===== config.mk =====
export PLATFORM = sky130hd
export DESIGN_NAME = zuc_stream_xor
export DESIGN_NICKNAME = d
export VERILOG_FILES = /design/src/rtl/zuc_stream_xor_pkg.sv /design/src/rtl/zuc_stream_xor_sync_fifo.sv /design/src/rtl/zuc_stream_xor.sv
export SDC_FILE = /design/constraint.sdc
export NUM_CORES = 1
export LEC_CHECK = 0
export BUFFER_PORTS_ARGS = -buffer_cell sky130_fd_sc_hd__buf_2
export CAP_MARGIN = 20
export CORE_MARGIN = 3
export CORE_UTILIZATION = 39
export CTS_CLUSTER_SIZE = 25
export DETAILED_ROUTE_END_ITERATION = 8
export HOLD_SLACK_MARGIN = 0.03
export SETUP_SLACK_MARGIN = 0.3
export SLEW_MARGIN = 10
export SYNTH_ARGS = -nofsm -noshare
export SYNTH_HDL_FRONTEND = slang
export SYNTH_SLANG_ARGS = --single-unit

===== constraint.sdc =====
create_clock -name clk -period 3.95 [get_ports clk]
set_input_delay 0.79 -clock clk [delete_from_list [all_inputs] [get_ports clk]]
set_output_delay 0.79 -clock clk [all_outputs]
set_load 0.05 [all_outputs]

===== src/rtl/zuc_stream_xor_pkg.sv =====
// Shared types and helpers for the ZUC stream XOR initiator: FSM encoding,
// buffered-word layout and the byte-keep mask.
package zuc_stream_xor_pkg;

    localparam int DATA_W  = 32;
    localparam int KEEP_W  = 4;
    localparam int ENTRY_W = DATA_W + KEEP_W + 1;

    typedef enum logic [0:0] {
        ST_IDLE = 1'b0,
        ST_DATA = 1'b1
    } state_e;

    typedef struct packed {
        logic [DATA_W-1:0] data;
        logic [KEEP_W-1:0] keep;
        logic              last;
    } entry_t;

    // keep[3] enables the most significant byte, which is byte 0 of the stream
    function automatic logic [DATA_W-1:0] keep_mask(input logic [KEEP_W-1:0] keep);
        logic [DATA_W-1:0] mask;
        mask = '0;
        for (int i = 0; i < KEEP_W; i++) begin
            mask[i*8 +: 8] = {8{keep[i]}};
        end
        return mask;
    endfunction

endpackage


===== src/rtl/zuc_stream_xor_sync_fifo.sv =====
// Synchronous FIFO with an occupancy counter; pointers and count are reset,
// storage is not. Push is ignored when full, pop is ignored when empty.
module zuc_sync_fifo #(
    parameter int W     = 37,
    parameter int DEPTH = 16
) (
    input  logic         clk,
    input  logic         resetn,
    input  logic         push,
    input  logic [W-1:0] wdata,
    input  logic         pop,
    output logic [W-1:0] rdata,
    output logic         full,
    output logic         empty
);

    localparam int AW = (DEPTH > 1) ? $clog2(DEPTH) : 1;
    localparam int CW = $clog2(DEPTH) + 1;

    logic [W-1:0]  mem_q [DEPTH];
    logic [AW-1:0] wr_ptr_q, wr_ptr_d;
    logic [AW-1:0] rd_ptr_q, rd_ptr_d;
    logic [CW-1:0] count_q,  count_d;
    logic          do_push;
    logic          do_pop;

    assign full    = (count_q == CW'(DEPTH));
    assign empty   = (count_q == '0);
    assign do_push = push && !full;
    assign do_pop  = pop && !empty;
    assign rdata   = mem_q[rd_ptr_q];

    // Power-of-two depth lets the pointers wrap by natural overflow
    always_comb begin
        wr_ptr_d = wr_ptr_q;
        rd_ptr_d = rd_ptr_q;
        count_d  = count_q;
        if (do_push) begin
            wr_ptr_d = wr_ptr_q + AW'(1);
        end
        if (do_pop) begin
            rd_ptr_d = rd_ptr_q + AW'(1);
        end
        if (do_push && !do_pop) begin
            count_d = count_q + CW'(1);
        end else if (do_pop && !do_push) begin
            count_d = count_q - CW'(1);
        end
    end

    always_ff @(posedge clk or negedge resetn) begin
        if (!resetn) begin
            wr_ptr_q <= '0;
            rd_ptr_q <= '0;
            count_q  <= '0;
        end else begin
            wr_ptr_q <= wr_ptr_d;
            rd_ptr_q <= rd_ptr_d;
            count_q  <= count_d;
        end
    end

    always_ff @(posedge clk) begin
        if (do_push) begin
            mem_q[wr_ptr_q] <= wdata;
        end
    end

endmodule


===== src/rtl/zuc_stream_xor.sv =====
// Packet-level initiator for zuc_ctl: issues the IV/key beat, one keystream
// request per data word, buffers the words and XORs them with the keystream.
module zuc_stream_xor
    import zuc_stream_xor_pkg::*;
#(
    parameter int DEPTH = 16
) (
    input  logic                clk,
    input  logic                resetn,
    input  logic                s_valid,
    output logic                s_ready,
    input  logic [DATA_W-1:0]   s_data,
    input  logic [KEEP_W-1:0]   s_keep,
    input  logic                s_last,
    input  logic [127:0]        s_iv,
    input  logic [127:0]        s_key,
    output logic                ks_ctl_valid,
    input  logic                ks_ctl_ready,
    output logic [127:0]        ks_ctl_iv,
    output logic [127:0]        ks_ctl_key,
    output logic                ks_req_valid,
    input  logic                ks_req_ready,
    output logic                ks_req_last,
    input  logic                ks_valid,
    output logic                ks_ready,
    input  logic [DATA_W-1:0]   ks_data,
    input  logic                ks_user,
    output logic                m_valid,
    input  logic                m_ready,
    output logic [DATA_W-1:0]   m_data,
    output logic [KEEP_W-1:0]   m_keep,
    output logic                m_last,
    output logic                err
);

    state_e               state_q, state_d;
    logic                 run_q;
    logic                 err_q, err_d;
    logic                 fifo_full;
    logic                 fifo_empty;
    logic                 push;
    logic                 pop;
    logic [ENTRY_W-1:0]   fifo_rdata;
    entry_t               wr_entry;
    entry_t               head;

    assign wr_entry = '{data: s_data, keep: s_keep, last: s_last};
    assign head     = entry_t'(fifo_rdata);

    zuc_sync_fifo #(
        .W     (ENTRY_W),
        .DEPTH (DEPTH)
    ) u_fifo (
        .clk    (clk),
        .resetn (resetn),
        .push   (push),
        .wdata  (wr_entry),
        .pop    (pop),
        .rdata  (fifo_rdata),
        .full   (fifo_full),
        .empty  (fifo_empty)
    );

    // run_q gives a synchronous release: every valid/ready stays low until the first clock after reset
    always_ff @(posedge clk or negedge resetn) begin
        if (!resetn) begin
            run_q <= 1'b0;
        end else begin
            run_q <= 1'b1;
        end
    end

    always_comb begin
        state_d      = state_q;
        ks_ctl_valid = 1'b0;
        ks_req_valid = 1'b0;
        s_ready      = 1'b0;
        push         = 1'b0;
        ks_ctl_iv    = s_iv;
        ks_ctl_key   = s_key;
        ks_req_last  = s_last;
        unique case (state_q)
            ST_IDLE: begin
                ks_ctl_valid = run_q && s_valid;
                if (ks_ctl_valid && ks_ctl_ready) begin
                    state_d = ST_DATA;
                end
            end
            ST_DATA: begin
                ks_req_valid = run_q && s_valid && !fifo_full;
                s_ready      = run_q && !fifo_full && ks_req_ready;
                push         = s_valid && s_ready;
                if (push && s_last) begin
                    state_d = ST_IDLE;
                end
            end
            default: state_d = ST_IDLE;
        endcase
    end

    // Output path is purely combinational from the FIFO head and the keystream port
    always_comb begin
        m_valid  = run_q && ks_valid && !fifo_empty;
        ks_ready = run_q && m_ready && !fifo_empty;
        pop      = m_valid && m_ready;
        m_data   = (head.data ^ ks_data) & keep_mask(head.keep);
        m_keep   = head.keep;
        m_last   = head.last;
        err_d    = err_q || (pop && (ks_user != head.last));
    end

    always_ff @(posedge clk or negedge resetn) begin
        if (!resetn) begin
            state_q <= ST_IDLE;
            err_q   <= 1'b0;
        end else begin
            state_q <= state_d;
            err_q   <= err_d;
        end
    end

    assign err = err_q;

endmodule

==> flow_summary.toml, run 1 <==
[outcome]
status = "finished clean"

[sta]
hold_viol = 0
setup_viol = 0
max_freq_mhz = 275
min_period_ps = 3640
setup_tns_ps = 0
timing.final.ws_setup_ps = 313
hold_slack_ps = 124
min_period_over_period = 0.921
drv_slew = 0
slew_headroom = 0.515
clock_skew_ps = 21.2
tightestPinTransition_ps = 727
rsz0062_at_grt = "yes"

[worst_setup_path]
arrival_ps = 2850
endpoint_kind = "output port"
slowest_stage = "dfrtp_4"
crit_fanout = 9
r2r_end = "u_fifo.count_q[4]$_DFFE_PN0P_"
cpPeakStageDelay_ps = 510
cp-start-kind = "flip-flop"
r2r_start = "u_fifo.count_q[0]$_DFFE_PN0P_"
critical_path_buf_inv_count = 4
required_ps = 3160
r2r_slack_ps = 800
worstSetupPathType = "flip-flop to output port"
path_delay_family = "buffers and inverters"
cp-startpoint = "u_fifo.rd_ptr_q[0]$_DFFE_PN0P_"
path_common_cell = "buf_12"
ff2ff_path_depth = 12
path_cells = "buf_12, buf_4, mux4_2, nor2b_1, a211oi_2, a21oi_4, buf_12, o211a_4, buf_6"

[final_layout]
fin_cells = 2333
fin_nets = 1754
fin_util = 0.436
drive_above_1_share = 0.352
fin_area_um2 = 29300
area_growth_pct = 10.5

[pwr]
power_frac_clock = 0.242
combinationalPowerShare = 0.417
vdd_drop_max_uv = 705
switching_share = 0.354
power.internal_mw = 14.0
power_switching_mw = 7.67
power-per-cell-area_nw_per_um2 = 739
total_power_mw = 21.7
pwr-share-seq = 0.341
p_leak_nw = 9.91

[global_route]
grtUsageTotal = 0.274
overflow = 0
grt_pass1_wl_um = 127000
antenna_found_initial = 7
grt_pass1_vias = 12800
grt_max_degree = 49

[synth]
synthCells = 1474
synth_edf_count = 592
async_reset_ff_frac = 0.0263
yosysWarnings = 0
ys_ff_latch = 608
synth_cell_types = 48
netlist_area_um2 = 26500
synth.avg_cell_area_um2 = 18.0
yosysSeqAreaShare = 0.685
yosys_most_used_dff = "edfxtp_1"
synth_fp_nets = 1817

[placed_design]
placedCellCount = 2191
hpwl_um = 73800
gp_congestion = 0.895
place_area_um2 = 26600
dp_worst_setup_slack_ps = 520
portBuffers = 120

[drt]
first_iter_violations = 1064
wl_per_cell_um = 43.0
avgViaCountPerCell = 5.59
drc = 0
wirelength_um = 100000
ant_nets = 0
drt_pre_antenna_iters = 5
num_vias = 13000

[die]
ioPinCount = 633
die_h_um = 267
coreArea_um2 = 67300
start_util = 0.395
num_rows = 95
fp.dieW_um = 267
die_area_um2 = 71200

[job]
max_cap_violations = 0

[clock_tree]
cts_sinks = 608
cts_tree = "built"
htreeDepth = 2
clockBufferDepth = 3
cts-root-buf = "clkbuf_16"
clk_pin_slew_ps = 60
clk-insertion-delay-late_ps = 620
cts_buffers = 57

[min_path]
hold_path.class = "input port to async pin"
[placed cells by master (no fill, tap or decap), types with 9 or more instances in the layout]
master     count
and2_2        12
mux2i_2       12
mux2_2        64
clkinv_1      13
mux4_2        84
clkbuf_1      12
edfxtp_1     592
clkbuf_16     61
clkinv_2      11
o22ai_1       32
nand2_1       37
o211a_1       29
a221oi_2      22
buf_12        26
mux2i_1       84
xor2_1        66
buf_2         95
buf_6         17
buf_4         40
ha_1           9
dfrtp_1       12
[worst max path at each step]
stage                                    to  cells after the start
6_report                          m_data[0]                      9
2_1_floorplan  u_fifo.mem_q[4][0]$_DFFE_PP_                      5
5_1_grt                          m_data[31]                      8
3_3_place_gp                     m_data[13]                      6
3_5_place_dp                     m_data[31]                      7
4_1_cts                          m_data[31]                      8
[repair_timing]
action | in CTS | in global routing
cloned | 5 | 4
pin swaps | 6 | 13
gates resized for setup | 50 | 66
setup buffers | 25 | 0
setup endpoints to repair | 37 | 33
hold buffers | 0 | 0
[power groups by stage]
stage | combinational [mW] | sequential, mW | clock [mW]
3_5_place_dp | 7.38 | 7.66 | 0
2_1_floorplan | 6.32 | 7.46 | 0
6_report | 9.05 | 7.39 | 5.24
5_1_grt | 9.46 | 7.41 | 5.59
4_1_cts | 8.51 | 7.39 | 5.33
3_3_place_gp | 7.32 | 7.65 | 0
[state kept, by name, indices dropped and copies added (netlist names)]
| signal | cells |
|---|---|
| u_fifo.rd_ptr_q | 4 |
| u_fifo.count_q | 5 |
| u_fifo.mem_q | 592 |
| run_q | 1 |
| state_q | 1 |
| u_fifo.wr_ptr_q | 4 |
| err | 1 |
[synth_stat cells, types with 4 or more instances]
master / instances / area, um^2
xor2_1: 68 / 596
o22ai_1: 32 / 200
xnor2_1: 8 / 70.1
and3_1: 4 / 25.0
mux4_2: 83 / 1870
clkbuf_1: 9 / 33.8
nand2_1: 39 / 146
buf_6: 5 / 56.3
nor2_1: 7 / 26.3
nor2b_1: 4 / 25.0
buf_4: 269 / 2020
ha_1: 9 / 113
o21ai_0: 4 / 20.0
edfxtp_1: 592 / 17800
mux2_2: 64 / 721
a221oi_1: 9 / 78.8
buf_12: 4 / 80.1
buf_2: 33 / 165
o211a_1: 32 / 320
inv_1: 8 / 30.0
mux2i_1: 101 / 1010
dfrtp_1: 16 / 400
and2_1: 12 / 75.1
a221oi_2: 23 / 345
[routing by layer]
layer | vias up | global-route usage | share of wire
met2 | 866 | 0.424 | 0.46
met1 | 6668 | 0.235 | 0.27
met5 | - | 0.0115 | 0.00088
li1 | 5367 | - | -
met4 | 2 | 0.0775 | 0.031
met3 | 141 | 0.294 | 0.24
[worst reg2reg max path, cell delays in order, from the launching register on]
cell and delay [ps]:
dfrtp_1 440, nor4_1 540, nand2b_1 160, and4_1 350
inv_1 100, ha_1 180, inv_1 110, fa_1 430
a21o_1 200, a21oi_1 180, xnor2_1 140, nor2_1 70
xor2_1 150
[kinds of logic (layout without fill, tap and decap cells)]
group                    count (synthesis)  in the layout  synth area share
AO/OA/AOI/OAI                          116            117            0.0414
XOR/XNOR                                76             76            0.0251
adder cells (fa/ha/maj)                 10             10           0.00500
buffers and inverters                  329            311            0.0904
flip-flops                             608            608             0.685
multiplexers                           251            251             0.137
other                                    1              4          0.000141
AND/OR/NAND/NOR                         83             83            0.0157
[area by class of cell]
cell class | count | area (um^2)
tap | 873 | 1090
fill | 5748 | 38000
clock buffer | 72 | 1510
timing repair buffer | 198 | 1890
multi-input combinational | 538 | 6350
antenna | 3 | 7.51
inverter | 8 | 30.0
clock inverter | 33 | 255
sequential | 608 | 18200
Power figures use the tool's default switching activity.
==> run 2, diff against run 1 <==
--- a/config.mk
+++ b/config.mk
@@ -5,10 +5,11 @@
 export SDC_FILE = /design/constraint.sdc
 export NUM_CORES = 1
 export LEC_CHECK = 0
+export ABC_AREA = 1
 export BUFFER_PORTS_ARGS = -buffer_cell sky130_fd_sc_hd__buf_2
 export CAP_MARGIN = 20
 export CORE_MARGIN = 3
-export CORE_UTILIZATION = 39
+export CORE_UTILIZATION = 35
 export CTS_CLUSTER_SIZE = 25
 export DETAILED_ROUTE_END_ITERATION = 8
 export HOLD_SLACK_MARGIN = 0.03
==> run 2 against run 1 <==
First-iteration DRC count rose by 61%. Clock-buffer cell count rose by 3. Sequential share of layout area fell by 1.3 points. Core utilization fell by 4.5 points. Final area rose by 2.0%. Via count rose by 36%. Area after synthesis rose by 2.5%. Register-to-register slack improved by 550 ps. Critical path type unchanged. Highest routed layer unchanged.
==> flow_summary.toml, run 2 <==
[outcome]
status = "finished clean"

[synth]
yosysWarnings = 0
synth_top_cell_by_area = "edfxtp_1"
synth.avg_cell_area_um2 = 11.3
yosys_most_used_dff = "edfxtp_1"
yosysSeqAreaShare = 0.668
synth_fp_nets = 2762
async_reset_ff_frac = 0.0263
ys_ff_latch = 608
synth_top_area_frac = 0.653
netlist_area_um2 = 27200
synth_cell_types = 27
synth_area_leaders = "edfxtp_1 65%, buf_4 7.2%, nor2_1 5.3%"
synth.most_common_cell = "edfxtp_1"
synthCells = 2419
synth_edf_count = 592
ys_top_cells_by_count = "592 x edfxtp_1, 381 x nor2_1, 285 x nand2_1, 262 x buf_4, 260 x nand3_1"

[final_layout]
fin_util = 0.391
fin_nets = 2641
layout_commonest_cell = "edfxtp_1"
drive_above_1_share = 0.139
final_cell_mix = "592 x edfxtp_1, 352 x nor2_1, 285 x nand2_1"
area_growth_pct = 9.94
reg_top3 = "u_fifo.mem_q (592), u_fifo.count_q (5)"
fin_cells = 3376
final.fill_count = 7175
largest_reg_flops = 592
largest-register = "u_fifo.mem_q"

[drt]
ant_nets = 0
avgViaCountPerCell = 5.24
wirelength_um = 115000
wl_met1_um = 29700
wl_met3_um = 25600
drc = 0
first_iter_violations = 1709
num_vias = 17700
highest_layer = "met5"
drt_pre_antenna_iters = 5
wl_met2_um = 56400
wl_per_cell_um = 34.2

[clock_tree]
cts_tree = "built"
cts_sinks = 608
cts_buffers = 57
clk_pin_slew_ps = 60
hold_buffers = 0
htreeDepth = 2
cts-root-buf = "clkbuf_16"
clockBufferDepth = 3
clk-insertion-delay-late_ps = 630

[pwr]
vdd_drop_max_uv = 419
pwr-share-seq = 0.331
combinationalPowerShare = 0.439
power.internal_mw = 13.2
power_switching_mw = 9.10
p_leak_nw = 10.8
switching_share = 0.409
power_frac_clock = 0.230
power-per-cell-area_nw_per_um2 = 744

[placed_design]
gp_congestion = 0.971
portBuffers = 120
hpwl_um = 80200
placedCellCount = 3237

[die]
die_h_um = 285
start_util = 0.356
ioPinCount = 633
die_area_um2 = 81100
num_rows = 101
fp.dieW_um = 285
coreArea_um2 = 76500

[global_route]
grt_pass1_vias = 15900
grt_pass1_wl_um = 149000
antenna_found_initial = 6
grt_max_degree = 76
overflow = 0
grtUsageTotal = 0.270

[sta]
tightestPinTransition_ps = 788
setup_tns_ps = 0
setup_viol = 0
min_period_ps = 3570
max_freq_mhz = 280
hold_viol = 0
min_period_over_period = 0.903
drv_slew = 0
clock_skew_ps = 32.9
slew_headroom = 0.475
rsz0062_at_grt = "no"

[worst_setup_path]
ff2ff_path_depth = 16
path_cells = "buf_12, clkbuf_16, clkbuf_16, a21oi_1, o21ai_0, o211ai_1, nand3_2, nand2_4, nand2_1, nor2_1, buf_2"
endpoint_kind = "output port"
required_ps = 3160
r2r_slack_ps = 1350
r2r_start = "u_fifo.count_q[0]$_DFFE_PN0P_"
cp-startpoint = "u_fifo.rd_ptr_q[0]$_DFFE_PN0P_"
path_common_cell = "clkbuf_16"
endpoint = "m_data[7]"
worstSetupPathType = "flip-flop to output port"
slowest_stage = "dfrtp_4"
r2r_end = "u_fifo.count_q[3]$_DFFE_PN0P_"
arrival_ps = 2780
crit_fanout = 15
cp-start-kind = "flip-flop"
cpPeakStageDelay_ps = 510

[min_path]
hold_path.class = "input port to async pin"

[job]
max_cap_violations = 0
[run 2: cell types whose count changed after synthesis, sizes merged, moves of 88 or more]
cell    delta
inv      +153
mux2i    -101
nand2    +249
nand3    +258
nor2     +373
o211ai    +88
o21ai    +181
[run 2: critical path: cells and delay by family, from the launching register on]
family | cells | cell delay (ps)
flops | 1 | 510
buf+inv | 4 | 780
compound gates | 3 | 330
simple gates | 4 | 540
[run 2: cells by family (layout without fill, tap and decap cells)]
| family | Yosys count | in the layout | share of synthesized area |
|---|---|---|---|
| and+or+nand+nor | 934 | 937 | 0.141 |
| DFF | 608 | 608 | 0.668 |
| buffers and inverters | 540 | 463 | 0.117 |
| AOI/OAI and AO/OA | 319 | 319 | 0.0668 |
| adders and majority gates | 10 | 10 | 0.00487 |
| xor gates and xnor gates | 7 | 7 | 0.00225 |
| other | 1 | 2 | 0.000138 |
[run 2: through the flow]
stage | cell area (um^2) | setup slack [ps] | power [mW] | hold WS (ps)
finish | 29900 | 384 | 22.3 | 115
global route | 29900 | 267 | 23.4 | 123
CTS | 29300 | 249 | 21.3 | 107
detailed placement | 27400 | 514 | 15.9 | 455
global placement | 27400 | 480 | 15.8 | 467
floorplan | 27300 | 433 | 14.1 | 463
[run 2: layout make-up]
| cell class | instances | area (um^2) | area share |
|---|---|---|---|
| multi-input cells | 1274 | 6110 | 0.204 |
| diodes | 1 | 2.50 | 0.0000836 |
| well taps | 1030 | 1290 | 0.0431 |
| inverters | 161 | 647 | 0.0216 |
| flip-flops and latches | 608 | 18200 | 0.608 |
| clock buffers | 75 | 1510 | 0.0506 |
| repair buffers | 193 | 1950 | 0.0653 |
| repair inverters | 3 | 31.3 | 0.00105 |
| clock inverters | 31 | 193 | 0.00644 |
[run 2: power groups by stage]
stage | Sequential (mW) | Combinational [mW] | Clock [mW]
2_1_floorplan | 7.44 | 6.65 | 0
3_3_place_gp | 7.51 | 8.26 | 0
3_5_place_dp | 7.52 | 8.34 | 0
4_1_cts | 7.38 | 8.74 | 5.19
5_1_grt | 7.38 | 10.5 | 5.45
6_report | 7.37 | 9.78 | 5.11
[run 2: timing repair]
action,4_1_cts,5_1_grt
resized for setup,33,80
cloned,3,13
pin swaps,0,10
endpoints found under the setup margin,35,32
setup buffers,2,14
[run 2: worst min-delay path by stage]
| stage | start | end | slack, ps | cells past startpoint |
|---|---|---|---|---|
| finish | resetn | state_q$_DFF_PN0_ | 120 | 1 |
| global route | resetn | u_fifo.rd_ptr_q[1]$_DFFE_PN0P_ | 120 | 1 |
| CTS | resetn | run_q$_DFF_PN0_ | 110 | 1 |
| detailed placement | err$_DFF_PN0_ | err$_DFF_PN0_ | 460 | 2 |
| global placement | err$_DFF_PN0_ | err$_DFF_PN0_ | 470 | 2 |
| floorplan | state_q$_DFF_PN0_ | state_q$_DFF_PN0_ | 460 | 2 |
[run 2: layer usage]
metal	up-vias	GRT usage
li1	7840	-
met1	8440	0.227
met2	1232	0.456
met3	153	0.249
met4	10	0.0633
met5	-	0.0518
